$ cat config.mk
export PLATFORM = sky130hd
export DESIGN_NAME = tex_qspi_arbiter
export DESIGN_NICKNAME = d
export VERILOG_FILES = /design/src/rtl/tex_qspi_arbiter.sv
export SDC_FILE = /design/constraint.sdc
export NUM_CORES = 1
export LEC_CHECK = 0
export CORE_MARGIN = 8
export CORE_UTILIZATION = 40
export DETAILED_ROUTE_END_ITERATION = 10
export DONT_BUFFER_PORTS = 1
export GPL_ROUTABILITY_DRIVEN = 0
export GPL_TIMING_DRIVEN = 0
export PLACE_DENSITY = 0.55
export SETUP_SLACK_MARGIN = 0.1
export SLEW_MARGIN = 25
export SYNTH_ARGS = -nofsm -noshare
export SYNTH_HDL_FRONTEND = slang
export SYNTH_SLANG_ARGS = --single-unit
$ cat constraint.sdc
create_clock -name clk -period 1.85 [get_ports clk]
set_input_delay 0.37 -clock clk [delete_from_list [all_inputs] [get_ports clk]]
set_output_delay 0.37 -clock clk [all_outputs]
set_load 0.03 [all_outputs]
$ cat src/rtl/tex_qspi_arbiter.sv
// tex_qspi_arbiter: round-robin arbiter for two byte-read requesters in front of a
// quad-output SPI flash (command and 24-bit address on io0, data nibbles on io[3:0]).
module tex_qspi_arbiter #(
  parameter logic [7:0] CMD   = 8'h6B,
  parameter int         DUMMY = 8
) (
  input  logic        clk,
  input  logic        reset,
  input  logic        req0,
  input  logic        req1,
  input  logic [23:0] addr0,
  input  logic [23:0] addr1,
  output logic        ack0,
  output logic        ack1,
  output logic [7:0]  rdata,
  output logic        tex_csb,
  output logic        tex_sclk,
  output logic        tex_out0,
  output logic        tex_oeb0,
  input  logic [3:0]  tex_in
);

  typedef enum logic [2:0] {
    ST_IDLE, ST_CMD, ST_ADDR, ST_DUMMY, ST_DATA, ST_DONE
  } state_t;

  // Last cycle index of each state; cnt[0] is the SPI phase (0 = A, 1 = B).
  localparam logic [5:0] CMD_LAST   = 6'd15;
  localparam logic [5:0] ADDR_LAST  = 6'd47;
  localparam logic [5:0] DUMMY_LAST = 6'(2 * DUMMY - 1);
  localparam logic [5:0] DATA_LAST  = 6'd3;

  state_t      state;
  logic [5:0]  cnt;
  logic [30:0] shreg;
  logic [3:0]  nib;
  logic        grant;
  logic        last_grant;
  logic        grant_sel;

  // NOTE: every path assigns grant_sel, so this stays pure logic with no latch.
  always_comb begin
    if (req0 && req1) grant_sel = ~last_grant;
    else              grant_sel = req1;
  end

  // NOTE: all state below uses non-blocking assignments so every flop samples
  // pre-edge values, independent of statement order.
  always_ff @(posedge clk or posedge reset) begin
    if (reset) begin
      state      <= ST_IDLE;
      cnt        <= '0;
      shreg      <= '0;
      nib        <= '0;
      grant      <= 1'b0;
      last_grant <= 1'b1;
      ack0       <= 1'b0;
      ack1       <= 1'b0;
      rdata      <= '0;
      tex_csb    <= 1'b1;
      tex_sclk   <= 1'b0;
      tex_out0   <= 1'b0;
      tex_oeb0   <= 1'b1;
    end else begin
      ack0 <= 1'b0;
      ack1 <= 1'b0;
      case (state)
        ST_IDLE: begin
          if (req0 || req1) begin
            state      <= ST_CMD;
            cnt        <= '0;
            grant      <= grant_sel;
            last_grant <= grant_sel;
            // The MSB of CMD goes straight to the pin; the rest queues behind it.
            shreg      <= {CMD[6:0], (grant_sel ? addr1 : addr0)};
            tex_csb    <= 1'b0;
            tex_sclk   <= 1'b0;
            tex_out0   <= CMD[7];
            tex_oeb0   <= 1'b0;
          end
        end
        ST_CMD, ST_ADDR: begin
          cnt      <= cnt + 6'd1;
          tex_sclk <= ~cnt[0];
          if (cnt[0]) begin
            shreg    <= {shreg[29:0], 1'b0};
            tex_out0 <= shreg[30];
          end
          if (state == ST_CMD && cnt == CMD_LAST) begin
            state <= ST_ADDR;
            cnt   <= '0;
          end else if (state == ST_ADDR && cnt == ADDR_LAST) begin
            state    <= (DUMMY == 0) ? ST_DATA : ST_DUMMY;
            cnt      <= '0;
            tex_out0 <= 1'b0;
            tex_oeb0 <= 1'b1;
          end
        end
        ST_DUMMY: begin
          cnt      <= cnt + 6'd1;
          tex_sclk <= ~cnt[0];
          if (cnt == DUMMY_LAST) begin
            state <= ST_DATA;
            cnt   <= '0;
          end
        end
        ST_DATA: begin
          cnt      <= cnt + 6'd1;
          tex_sclk <= ~cnt[0];
          if (cnt == 6'd1) nib <= tex_in;
          if (cnt == DATA_LAST) begin
            state    <= ST_DONE;
            cnt      <= '0;
            rdata    <= {nib, tex_in};
            tex_csb  <= 1'b1;
            tex_sclk <= 1'b0;
            if (grant) ack1 <= 1'b1;
            else       ack0 <= 1'b1;
          end
        end
        ST_DONE: state <= ST_IDLE;
        default: state <= ST_IDLE;
      endcase
    end
  end

endmodule

==> Word-level counts from Yosys, hierarchy flattened <==
Cells that the tools add are included.
{ "totals": {"out_inout_bits": 14, "romBits": 0, "latchBits": 0, "input_bits": 56, "reg_bits": 60, "elab_cells": 87, "mem_count": 0, "ram_bits": 0} }
{ "classes": {"n_reduce_logical": 21, "multipliers": 0, "n_eq_ne": 15, "addsub": 1, "div": 0, "n_bitwise": 2, "n_lt_le_gt_ge": 0, "shifts": 0, "n_mux": 35} }
{ "ops": {"columns": ["cell", "count"], "rows": [
  ["$mux 31", 2],
  ["$pmux 31 s2", 1],
  ["$mux 6", 5],
  ["$mux 24", 1],
  ["$pmux 6 s4", 1],
  ["$mux 1", 15],
  ["$mux 3", 5],
  ["$ne 2x2->1 const B", 6],
  ["$pmux 3 s4", 1],
  ["$reduce_and 2->1", 6],
  ["$reduce_and 4->1", 2],
  ["$add 6x1->6 const B", 1],
  ["$eq 3x2->1 const B", 2],
  ["$eq 6x1->1 const B", 1],
  ["$eq 6x2->1 const B", 1],
  ["$eq 6x4->1 const B", 1],
  ["$eq 6x6->1 const B", 1],
  ["$pmux 1 s2", 3],
  ["$reduce_and 3->1", 2],
  ["$reduce_bool 2->1", 2],
  ["$reduce_bool 4->1", 1],
  ["$eq 3x1->1 const B", 1],
  ["$eq 3x3->1 const B", 1],
  ["$logic_and 1x1->1", 3],
  ["other kinds (8)", 9]
]} }

==> Longest topological paths before layout <==
{ "depth": {"word_depth": 5, "depth_mapped": 6, "mapped_depth_nobuf": 5} }

==> Least setup slack after synthesis <==
No wires, ideal clock.
{ "synth_path": {"path_type": "input to register", "from": "input port req0", "to": "register shreg[15]", "slack_ps": -21, "stages": 6, "required_ps": 1725, "arrival_ps": 1747, "n_path_buf": 2, "setup_ps": 125, "cell_sequence": "buf_2 > a21boi_4 > buf_6 > mux2_4 > mux2_2 > mux2_2"} }
{ "synth_between": {"elab_chain_cells": 5, "word_cells_on_any_way": 8, "cone_classes": "eq/ne (1); mux (4); reduce/logical (3)"} }
{ "synth_rtl": {"columns": ["element", "line", "rtl"], "rows": [
  ["start: declaration", "9", "input logic req0,"],
  ["$logic_and 1x1->1", "43", "if (req0 && req1) grant_sel = ~last_grant;"],
  ["$mux 1", "43", null],
  ["$mux 24", "75", "shreg <= {CMD[6:0], (grant_sel ? addr1 : addr0)};"],
  ["$mux 31", "69", "if (req0 || req1) begin"],
  ["$pmux 31 s2", "67", "case (state)"],
  ["end signal: assignment", "75", null],
  ["end signal: assignment", "86", "shreg <= {shreg[29:0], 1'b0};"],
  ["end: declaration", "35", "logic [30:0] shreg;"]
]} }
Parallel ways exist; a longest one is shown, timed or not. The select of a mux whose other input is x is not followed.
A chain may end at the register's enable or synchronous reset.

==> Final worst setup path <==
{ "layout_path": {"from": "register state[1]", "to": "register cnt[4]"} }
{ "layout_between": {"elab_chain_cells": 5, "word_cells_on_any_way": 14, "cone_classes": "eq/ne (5); mux (3); reduce/logical (6)"} }
{ "layout_rtl": {"columns": ["element", "line", "rtl"], "rows": [
  ["start: declaration", "33", "state_t state;"],
  ["start signal: assignment", "93", "state <= (DUMMY == 0) ? ST_DATA : ST_DUMMY;"],
  ["$eq 3x2->1", "67, 92", null],
  ["$logic_and 1x1->1", "92", "end else if (state == ST_ADDR && cnt == ADDR_LAST) begin"],
  ["$mux 6", "92", null],
  ["$mux 6", "89", "if (state == ST_CMD && cnt == CMD_LAST) begin"],
  ["$pmux 6 s4", "67", null],
  ["end signal: assignment", "83", "cnt <= cnt + 6'd1;"],
  ["end signal: assignment", "100", "cnt <= cnt + 6'd1;"],
  ["end signal: assignment", "108", "cnt <= cnt + 6'd1;"],
  ["end: declaration", "34", "logic [5:0] cnt;"]
]} }
Parallel ways exist; a longest one is shown, timed or not.

==> impl_metrics.json <==
{
  "synth_nets": 325,
  "start_util_pct": 40.7,
  "finalCritPeriodShare_pct": 97.1,
  "endpoint_kind": "register",
  "dp.cells": 374,
  "dieArea_sq_mm": 0.0114,
  "core-area_sq_mm": 0.00809,
  "multiInputGateArea_sq_mm": 0.00177,
  "mostFrequentLayoutCell": "dfrtp_1",
  "rows": 33,
  "fin_setup_tns_ns": 0,
  "synth_edf_count": 0,
  "die_w_um": 107,
  "fin_skew_ns": 0.00671,
  "ant_nets": 0,
  "cts_inserted_buffers": 9,
  "leakagePower_nw": 1.77,
  "nets": 352,
  "vias": 2146,
  "grt_pass1_vias": 2136,
  "clock_path_buffers": 2,
  "fmax_mhz": 557,
  "path_delay_family": "simple AND/OR/NAND/NOR gates",
  "drc": 0,
  "synth_cells": 267,
  "max_slew_margin_pct": 69.1,
  "place_hpwl_um": 4980,
  "p_per_area_mw_per_mm2": 1800,
  "start_kind": "register",
  "cts.sink_count": 60,
  "seqCellArea_sq_mm": 0.00151,
  "layout-drive-gt1-share_pct": 46.8,
  "worst-path-buf-inv": 1,
  "ys_types": 49,
  "drt_iter0_drc": 105,
  "synth_area_sq_mm": 0.00329,
  "drt-pass1-iter-count": 4,
  "worstSetupPathType": "reg -> reg",
  "gr-usage-met1_pct": 16.0,
  "grt_overflow_total": 0,
  "viasPerCell": 5.34,
  "area_growth_pct": 18.6,
  "worst-endpoint-required_ns": 2.07,
  "htree_num_levels": 3,
  "grt_first_pass_wirelength_um": 11400,
  "met3_usage_pct": 5.58,
  "grt_setup_unrepaired": "true",
  "cap_violations": 0,
  "ir_drop_mv": 0.637,
  "utilization_pct": 48.3,
  "crit_fanout": 10,
  "fin_cells": 402,
  "crit_arrival_ns": 2.01,
  "synth-main-ff-cell": "dfrtp_1",
  "grt_usage_pct": 12.6,
  "wl_um": 7150,
  "antenna_found_initial": 0,
  "holdWs_ns": 0.188,
  "final_cell_mix": "dfrtp_1 (56), mux2_2 (54), mux2_4 (25)",
  "wl_per_cell_um": 17.8,
  "port_buffers": 0,
  "finalHoldViolations": 0,
  "setup_viol": 0,
  "drv_slew": 0,
  "die_h_um": 107,
  "grt_max_degree": 26,
  "ys_seq_area_share_pct": 45.7,
  "busiest_layer": "met2",
  "async_flop_share_pct": 100,
  "avgSynthCellArea_sq_um": 12.3,
  "ys_ff_latch": 60,
  "use_met2_pct": 18.3,
  "clk-insertion-delay-late_ns": 0.33,
  "yosys_warnings": 0,
  "crit_slowest_cell": "nor4_2",
  "cts-root-buf": "clkbuf_8",
  "fin_crit_ns": 1.80,
  "io_pins": 70,
  "hp-class": "in -> reg",
  "clk_pin_slew_ns": 0.06,
  "diodes": 0,
  "cpPeakStageDelay_ns": 0.49,
  "tritoncts": "yes",
  "status": "complete, no violations",
  "fill_cells": 752,
  "cp_cell_sequence": "buf_2, nor4_2, mux2_4, o21ai_0, a22o_1",
  "worst_pin_slew_ns": 0.460
}
==> synthesized netlist by cell type (2+ instances only) <==
cell      number  area (sq um)
a21o_1         3          22.5
a21oi_1        5          25.0
a22o_1         4          35.0
a31oi_1        3          18.8
a32oi_1        2          17.5
and3_1         3          18.8
buf_2          8          40.0
buf_6          2          22.5
clkbuf_1       4          15.0
dfrtp_1       57          1430
dfstp_2        3          78.8
ha_1           2          25.0
inv_1         12          45.0
mux2_1         5          56.3
mux2_2        61           687
mux2_4        18           270
mux2i_1        8          80.1
nand2_1        6          22.5
nand2b_1       3          18.8
nand3_1        3          15.0
nor2_1        16          60.1
nor2b_1        2          12.5
o21ai_0        8          40.0
o31ai_1        2          15.0
or3_1          3          18.8
==> final cells by class <==
type	instances	area share (%)
plain buffers	14	2.82
clock buffers	12	3.97
clock inverters	2	0.896
inverters	12	1.25
multi-input cells	181	45.2
flip-flops and latches	60	38.5
well taps	105	3.36
repair buffers	16	3.97
==> registers in the layout, summed over array words and instances, names as in the netlist <==
signal	cells
rdata	8
shreg	31
state	3
ack0	1
tex_oeb0	1
nib	4
tex_sclk	1
tex_out0	1
last_grant	1
grant	1
tex_csb	1
cnt	6
ack1	1
==> kinds of logic (layout without fill, tap and decap cells) <==
logic type | Yosys count | count (layout) | synth area share, %
buffers and inverters | 26 | 56 | 3.72
adders and majority gates | 3 | 3 | 1.06
AOI/OAI and AO/OA | 37 | 37 | 8.01
and+or+nand+nor | 48 | 48 | 8.05
muxes | 92 | 92 | 33.2
DFF | 60 | 60 | 45.7
xor gates and xnor gates | 1 | 1 | 0.266
==> path summary, 6_finish.rpt <==
kind	from	end	slack [ns]	cells after the start
hold / removal	tex_in[1]	rdata[1]	0.19	1
min in group asynchronous	reset	rdata[4]	0.52	2
setup / recovery	state[1]	cnt[4]	0.05	5
setup reg to reg	state[1]	cnt[4]	0.05	5
hold reg to reg	grant	ack0	0.46	1
max in group asynchronous	reset	tex_oeb0	0.62	4
==> routing by layer <==
metal	wire length, um	vias to the layer above	part of all wire, %
li1	-	1020	-
met1	3170	1066	44
met2	3270	53	46
met3	637	7	8.9
met4	71	0	0.99
met5	0	-	0
==> what timing repair did <==
item | CTS | global route
resized for setup | 17 | 16
endpoints found under the hold margin | 14 | 0
endpoints found under the setup margin | 42 | 44
hold buffers | 1 | 0
pin swaps | 3 | 4
setup buffers | 7 | 6
==> power by group <==
group	internal [mW]	switching [mW]
clock	0.679	0.484
combinational	2.04	1.49
sequential	1.89	0.463
total	4.61	2.44
==> stage by stage <==
step,power [mW],worst slack [ns],area [sq um]
after global placement,5.48,-0.286,3460
final,7.05,0.0545,3910
after floorplan,4.98,0.00700,3330
after detailed placement,5.56,-0.261,3510
after CTS,6.96,0.0594,3830
after global routing,7.56,0.0150,3910
(Power assumes the default switching activity.)
